--- config.mk ---
export PLATFORM = sky130hd
export DESIGN_NAME = lcd_refresh_driver
export DESIGN_NICKNAME = d
export VERILOG_FILES = /design/src/rtl/lcd_refresh_driver.sv
export SDC_FILE = /design/constraint.sdc
export NUM_CORES = 1
export LEC_CHECK = 0
export ABC_AREA = 1
export CAP_MARGIN = 15
export CORE_MARGIN = 3
export CORE_UTILIZATION = 62
export DETAILED_ROUTE_END_ITERATION = 12
export PLACE_DENSITY = 0.95
export RECOVER_POWER = 100
export SLEW_MARGIN = 30
export SYNTH_ARGS = -nofsm -noshare
export SYNTH_HDL_FRONTEND = slang
export SYNTH_SLANG_ARGS = --single-unit
--- constraint.sdc ---
create_clock -name clock -period 5.3 [get_ports clock]
set_input_delay 1.59 -clock clock [delete_from_list [all_inputs] [get_ports clock]]
set_output_delay 1.59 -clock clock [all_outputs]
set_load 0.02 [all_outputs]
--- src/rtl/lcd_refresh_driver.sv ---
`default_nettype none
// ============================================================================
// Module   : lcd_refresh_driver
// Function : Initialises an HD44780-style 16x2 LCD, then rewrites both lines
//            forever from a combinational character source addressed by index.
// Revision : 1.0
// ============================================================================
module lcd_refresh_driver #(
    parameter int POWERUP_WAIT = 750000,
    parameter int STEP_CYCLES  = 2500,
    parameter int CLEAR_WAIT   = 100000
) (
    input  logic       clock,
    input  logic       reset,
    input  logic [7:0] char_in,
    output logic [4:0] index,
    output logic [7:0] lcd_data,
    output logic       lcd_rs,
    output logic       lcd_rw,
    output logic       lcd_en,
    output logic       lcd_on,
    output logic       lcd_blon,
    output logic       frame_done
);
    localparam int MAX_A = (POWERUP_WAIT > STEP_CYCLES) ? POWERUP_WAIT : STEP_CYCLES;
    localparam int MAX_P = (MAX_A > CLEAR_WAIT) ? MAX_A : CLEAR_WAIT;
    localparam int CW    = (MAX_P > 1) ? $clog2(MAX_P) : 1;

    localparam logic [CW-1:0] C_PWR_LAST  = CW'(POWERUP_WAIT - 1);
    localparam logic [CW-1:0] C_STEP_LAST = CW'(STEP_CYCLES - 1);
    localparam logic [CW-1:0] C_CLR_LAST  = CW'(CLEAR_WAIT - 1);

    typedef enum logic [2:0] {
        ST_PWRUP, ST_INIT, ST_LINE1, ST_SETLINE2, ST_LINE2, ST_SETLINE1
    } state_t;

    typedef enum logic [2:0] {
        PH_FETCH, PH_SETUP, PH_PULSE, PH_HOLD, PH_CLRWAIT
    } phase_t;

    state_t        state_q, state_d;
    phase_t        phase_q, phase_d;
    logic [CW-1:0] cnt_q, cnt_d;
    logic [2:0]    init_idx_q, init_idx_d;
    logic [4:0]    index_q, index_d;
    logic [7:0]    data_q, data_d;
    logic          rs_q, rs_d;
    logic          en_q, en_d;
    logic          done_q, done_d;
    logic [7:0]    w_cmd;
    logic          w_step_last;
    logic          w_is_char;

    function automatic logic [7:0] f_hex_ascii(input logic [7:0] c);
        if (c < 8'h0A)
            return c + 8'h30;
        else if (c < 8'h10)
            return c + 8'h37;
        else
            return c;
    endfunction

    always_comb begin
        w_cmd = 8'h80;
        case (state_q)
            ST_INIT: begin
                case (init_idx_q)
                    3'd0:    w_cmd = 8'h38;
                    3'd1:    w_cmd = 8'h0C;
                    3'd2:    w_cmd = 8'h01;
                    3'd3:    w_cmd = 8'h06;
                    default: w_cmd = 8'h80;
                endcase
            end
            ST_SETLINE2: w_cmd = 8'hC0;
            default:     w_cmd = 8'h80;
        endcase
    end

    assign w_step_last = (cnt_q == C_STEP_LAST);
    assign w_is_char   = (state_q == ST_LINE1) || (state_q == ST_LINE2);

    always_comb begin
        state_d    = state_q;
        phase_d    = phase_q;
        cnt_d      = cnt_q;
        init_idx_d = init_idx_q;
        index_d    = index_q;
        data_d     = data_q;
        rs_d       = rs_q;
        if (state_q == ST_PWRUP) begin
            if (cnt_q == C_PWR_LAST) begin
                state_d = ST_INIT;
                phase_d = PH_FETCH;
                cnt_d   = '0;
            end else begin
                cnt_d = cnt_q + 1'b1;
            end
        end else begin
            case (phase_q)
                PH_FETCH: begin
                    phase_d = PH_SETUP;
                    cnt_d   = '0;
                    data_d  = w_is_char ? f_hex_ascii(char_in) : w_cmd;
                    rs_d    = w_is_char;
                end
                PH_SETUP, PH_PULSE: begin
                    if (w_step_last) begin
                        phase_d = (phase_q == PH_SETUP) ? PH_PULSE : PH_HOLD;
                        cnt_d   = '0;
                    end else begin
                        cnt_d = cnt_q + 1'b1;
                    end
                end
                PH_HOLD: begin
                    if (!w_step_last) begin
                        cnt_d = cnt_q + 1'b1;
                    end else begin
                        cnt_d   = '0;
                        phase_d = PH_FETCH;
                        case (state_q)
                            ST_INIT: begin
                                if (init_idx_q == 3'd4) begin
                                    state_d = ST_LINE1;
                                    index_d = 5'd0;
                                end else begin
                                    init_idx_d = init_idx_q + 3'd1;
                                    // Clear-display needs extra settling time before the next command.
                                    if (init_idx_q == 3'd2 && CLEAR_WAIT > 0)
                                        phase_d = PH_CLRWAIT;
                                end
                            end
                            ST_LINE1: begin
                                if (index_q == 5'd15)
                                    state_d = ST_SETLINE2;
                                else
                                    index_d = index_q + 5'd1;
                            end
                            ST_SETLINE2: begin
                                state_d = ST_LINE2;
                                index_d = 5'd16;
                            end
                            ST_LINE2: begin
                                if (index_q == 5'd31)
                                    state_d = ST_SETLINE1;
                                else
                                    index_d = index_q + 5'd1;
                            end
                            default: begin
                                state_d = ST_LINE1;
                                index_d = 5'd0;
                            end
                        endcase
                    end
                end
                PH_CLRWAIT: begin
                    if (cnt_q == C_CLR_LAST) begin
                        phase_d = PH_FETCH;
                        cnt_d   = '0;
                    end else begin
                        cnt_d = cnt_q + 1'b1;
                    end
                end
                default: begin
                    phase_d = PH_FETCH;
                    cnt_d   = '0;
                end
            endcase
        end
        en_d   = (state_d != ST_PWRUP) && (phase_d == PH_PULSE);
        done_d = (state_d == ST_SETLINE1) && (phase_d == PH_HOLD) && (cnt_d == C_STEP_LAST);
    end

    always_ff @(posedge clock or posedge reset) begin
        if (reset) begin
            state_q    <= ST_PWRUP;
            phase_q    <= PH_FETCH;
            cnt_q      <= '0;
            init_idx_q <= 3'd0;
            index_q    <= 5'd0;
            data_q     <= 8'h00;
            rs_q       <= 1'b0;
            en_q       <= 1'b0;
            done_q     <= 1'b0;
        end else begin
            state_q    <= state_d;
            phase_q    <= phase_d;
            cnt_q      <= cnt_d;
            init_idx_q <= init_idx_d;
            index_q    <= index_d;
            data_q     <= data_d;
            rs_q       <= rs_d;
            en_q       <= en_d;
            done_q     <= done_d;
        end
    end

    assign index      = index_q;
    assign lcd_data   = data_q;
    assign lcd_rs     = rs_q;
    assign lcd_rw     = 1'b0;
    assign lcd_en     = en_q;
    assign lcd_on     = 1'b1;
    assign lcd_blon   = 1'b1;
    assign frame_done = done_q;

endmodule
`default_nettype wire

== Word level (Yosys, flattened, before mapping) ==
Index checks and enable logic that the tools add are counted.

* Reductions and logical operators: 13
* Shift operators: 0
* Mux-type cells: 32
* Div/mod/pow operators: 0
* $mul: 0
* Add/subtract/negate cells: 5
* Bitwise operators: 2
* Equality and inequality tests: 24
* $lt $le $gt $ge: 2

{| class="wikitable"
|+ Operators with widths
! cell !! number
|-
| 2-to-1 mux 20 bit || 4
|-
| 2-to-1 mux 3 bit || 15
|-
| equality test 20 x 12 -> 1 bit, second input constant || 2
|-
| one-hot mux 20 bit (2 select lines) || 1
|-
| one-hot mux 8 bit (4 select lines) || 1
|-
| equality test 3 x 2 -> 1 bit, second input constant || 8
|-
| 2-to-1 mux 8 bit || 3
|-
| one-hot mux 3 bit (4 select lines) || 2
|-
| adder 20 x 1 -> 20 bit, second input constant || 1
|-
| equality test 20 x 17 -> 1 bit, second input constant || 1
|-
| equality test 20 bit, second input constant || 1
|-
| one-hot mux 5 bit (4 select lines) || 1
|-
| adder 8 x 6 -> 8 bit, second input constant || 2
|-
| one-hot mux 8 bit (2 select lines) || 1
|-
| 2-to-1 mux 5 bit || 3
|-
| equality test 3 bit, second input constant || 4
|-
| equality test 3 x 1 -> 1 bit, second input constant || 3
|-
| logical NOT 3 bit || 3
|-
| < comparator 8 x 4 -> 1 bit, second input constant || 1
|-
| < comparator 8 x 5 -> 1 bit, second input constant || 1
|-
| != test 2 bit, second input constant || 3
|-
| AND reduction 6 bit || 1
|-
| adder 5 x 1 -> 5 bit, second input constant || 1
|-
| equality test 5 x 4 -> 1 bit, second input constant || 1
|-
| 11 further kinds || 14
|}

* Bits in writable memories: 0
* Bits in read-only memories: 0
* Latch bits: 0
* Output and inout port bits: 19
* Word-level logic and storage cells: 87
* Input port bits: 10
* Flip-flop bits (word level): 45
* Memories kept: 0

== Logic depth before layout (Yosys ltp) ==
* Depth in word-level cells: 10
* Gate-level depth with buffers: 14
* Depth with buffers taken out: 14

== Worst setup path before layout ==
No wires, ideal clock.

* Path type: input -> register
* Start: input port char_in[4]
* End: register data_q[2], in the netlist lcd_data[2]
* Stages on the path: 7
* Data arrival time: 2,508 ps
* Buffers on the path: 0
* Slack: 2,654 ps
* Required time: 5,161 ps
* Setup time: 139 ps
* Path through: inv_1 > ha_1 > nand3_1 > nor2_1 > nand2_1 > xor2_1 > o221ai_1

* Word-level cells in the longest chain between the ends: 4
* Elaborated cells on any way between the ends: 5
* Those cells by class: 2 x order compare; 3 x mux

{| class="wikitable"
|+ RTL lines
! item !! RTL line !! source
|-
| start: declaration || 15 || <nowiki>input logic [7:0] char_in,</nowiki>
|-
| < comparator 8 x 5 -> 1 bit || 57 || <nowiki>else if (c < 8'h10)</nowiki>
|-
| 2-to-1 mux 8 bit || 57 ||
|-
| 2-to-1 mux 8 bit * || 55 || <nowiki>if (c < 8'h0A)</nowiki>
|-
| 2-to-1 mux 8 bit * || 104 || <nowiki>data_d = w_is_char ? f_hex_ascii(char_in) : w_cmd;</nowiki>
|-
| end signal: assignment || 191 || <nowiki>data_q <= data_d;</nowiki>
|-
| end: declaration || 46 || <nowiki>logic [7:0] data_q, data_d;</nowiki>
|}

Every way passes the cells marked *; elsewhere a longest branch is shown, timed or not.
A chain may end at the register's enable or synchronous reset.

==> metrics.yaml <==
run_status:
  status: "finished, violations left"
  violations: "capacitance limit, slew limit"
min_path:
  min_path_type: "reg2reg"
floorplan:
  initial_core_util_pct: 66.9
  io_pins: 29
  core-area_mm2: 0.00456
  fp.dieH_um: 76.2
  design.die.area_mm2: 0.00580
  rows: 24
  dieWidth_um: 76.2
clock_tree:
  cts_made_buffers: 5
  cts_tree: "built"
  cts_hold_buf: 0
  post_cts_buffers: 0
  cts.repair.resized: 0
  cts_buffer_depth: 2
  clock_latency_ns: 0.31
  cts_root_buffer: "clkbuf_8"
  cts.clk_slew.worst_paths_ns: 0.09
  clkSinkCount: 45
  htree_levels: 2
power:
  internal_power_mw: 0.505
  p_leak_nw: 1.72
  total_power_mw: 0.642
  power.switching_mw: 0.138
  p_sw_share_pct: 21.4
  combPwrFrac_pct: 3.5
  pwr-share-clk_pct: 43.0
  power_density_mw_per_mm2: 187
  power_frac_seq_pct: 53.4
  peakVddDrop_uv: 157
setup_path:
  cp_max_fo: 45
  arrival_ns: 3.28
  cp_cell_sequence: "dlygate4sd3_1 > clkinvlp_2"
  slowest_delay_ns: 1.12
  start_kind: "input port"
  cp_slowest_cell: "clkinvlp_2"
  end_kind: "async pin"
  cp_data_required_time_ns: 5.46
  cp.buffers_inverters: 2
  worstSetupPathType: "in2async"
  cpLargestDelayFamily: "buffers and inverters"
synthesis:
  ys_warn_count: 0
  syn_avg_cell_area_um2: 7.10
  netlist.area_leader.share_pct: 36.9
  ys_top_cells_by_area: "dfrtp_1 37%, nand2_1 11%, inv_1 8.4%, nor2_1 8.2%, nand3_1 6.1%"
  yosysTopAreaCell: "dfrtp_1"
  synth-edff-count: 0
  syn_inst: 430
  synth_top_cells_by_count: "92 x nand2_1, 68 x inv_1, 67 x nor2_1"
  yosys_register_bits: 45
  synthFlopType: "dfrtp_1"
  ys_seq_area_share_pct: 36.9
  yosysUniqueCellTypes: 37
  netlist_area_mm2: 0.00305
  synthArstFlopShare_pct: 100
  yosysMostFrequentCell: "nand2_1"
cells_and_area:
  multi_input_area_mm2: 0.00159
  register_area_mm2: 0.00113
  stdcell_count: 523
  antenna_cells: 0
  fillCellCount: 351
  drive_above_1_share_pct: 5.68
  area_growth_pct: 12.4
  fin_nets: 478
detailed_routing:
  num_vias: 2949
  drtAntennaViolNets: 0
  wire_per_inst_um: 14.5
  firstDrtPassIters: 7
  drcViolationCount: 0
  wl_um: 7600
  first_iter_violations: 433
  avgViaCountPerCell: 5.64
placed_design:
  port_buffers: 25
  dp.final_hpwl_um: 5840
  gp_congestion: 1.01
  placed_cells: 515
timing:
  period_minus_slack_ns: 3.11
  maxSlewViolCount: 46
  setup_viol: 0
  worstMarginPinSlew_ns: 1.94
  relSlewSlack_pct: -30.2
  period_share_pct: 58.8
  rsz0062_at_grt: "no"
  setup_tns_ns: 0
  hold_violations: 0
  clock-skew-final_ns: 0.00801
  worst_hold_slack_ns: 0.480
  max_clock_freq_mhz: 321
global_routing:
  grt_use_total_pct: 27.3
  grt_pass1_wl_um: 12900
  grt_max_degree: 46
  grt_antenna_before_repair: 0
  grt.overflow.total: 0
  grt_pass1_vias: 2748
run:
  max_cap_viol_count: 1
[per-layer routing]
layer,global-route usage [%],wire [µm]
met2,43.4,3420
met4,8.15,124
met1,37.7,3370
met5,0,0
met3,5.79,680
[cells in the final DEF, fill, tap and decap left out, drive strengths merged, types with 3 or more instances in the layout]
master         count
clkbuf             6
nand2            100
inv               69
ha                11
nand3             39
o21ai             17
a21oi              7
nor2              75
dfrtp             45
conb               3
nand4             10
clkdlybuf4s50      6
nor3              11
xor2              15
dlygate4sd3       19
a31oi              5
[final cells by class]
class | instances | area share, %
clock buffer | 6 | 2.41
clock inverter | 2 | 1.09
inverter | 70 | 7.69
multi-input combinational | 310 | 46.4
sequential | 45 | 32.8
tap | 65 | 2.37
timing repair buffer | 25 | 7.29
[power by group through the flow]
| stage | clock network, mW | logic [mW] | registers [mW] |
|---|---|---|---|
| finish | 0.276 | 0.0228 | 0.343 |
| CTS | 0.276 | 0.0238 | 0.343 |
| detailed placement | 0 | 0.0238 | 0.350 |
| global placement | 0 | 0.0229 | 0.350 |
| floorplan | 0 | 0.0143 | 0.350 |
| global route | 0.294 | 0.0260 | 0.343 |
[metrics by stage]
stage	setup WS [ns]	area, µm²	util (%)
finish	2.19	3430	75.2
global route	1.87	3430	75.2
CTS	2.34	3470	76.0
detailed placement	2.04	3350	73.3
global placement	2.16	3350	73.3
floorplan	2.65	3060	-
[logic make-up after synthesis]
logic type	synth area share (%)
DFF	36.9
and+or+nand+nor	35.8
buffers and inverters	10.0
muxes	0.369
other	0.246
AOI/OAI and AO/OA	7.29
adders and majority gates	4.51
xor gates and xnor gates	4.88
[tightest hold or removal path, delay by kind of cell (launching register included)]
kind,cells,cell delay (ns)
flops,1,0.35
simple gates,2,0.10
[registers in the layout (all words and copies together), names as in the netlist]
name / flops
phase_q: 3
lcd_rs: 1
frame_done: 1
cnt_q: 20
lcd_en: 1
state_q: 3
lcd_data: 8
init_idx_q: 3
index: 5
[final timing paths]
path / from / end / slack, ns / depth (start not counted)
setup reg to reg: state_q[1]$_DFF_PP0_ / frame_done$_DFF_PP0_ / 2.65 / 8
hold reg to reg: lcd_rs$_DFFE_PP0P_ / lcd_rs$_DFFE_PP0P_ / 0.48 / 2
setup / recovery: reset / cnt_q[12]$_DFF_PP0_ / 2.19 / 2
max in group clock: char_in[4] / lcd_data[5]$_DFFE_PP0P_ / 2.20 / 9
min in group asynchronous: reset / cnt_q[1]$_DFF_PP0_ / 2.22 / 2
hold / removal: lcd_rs$_DFFE_PP0P_ / lcd_rs$_DFFE_PP0P_ / 0.48 / 2
No activity file was read; power rests on OpenSTA's default activity.
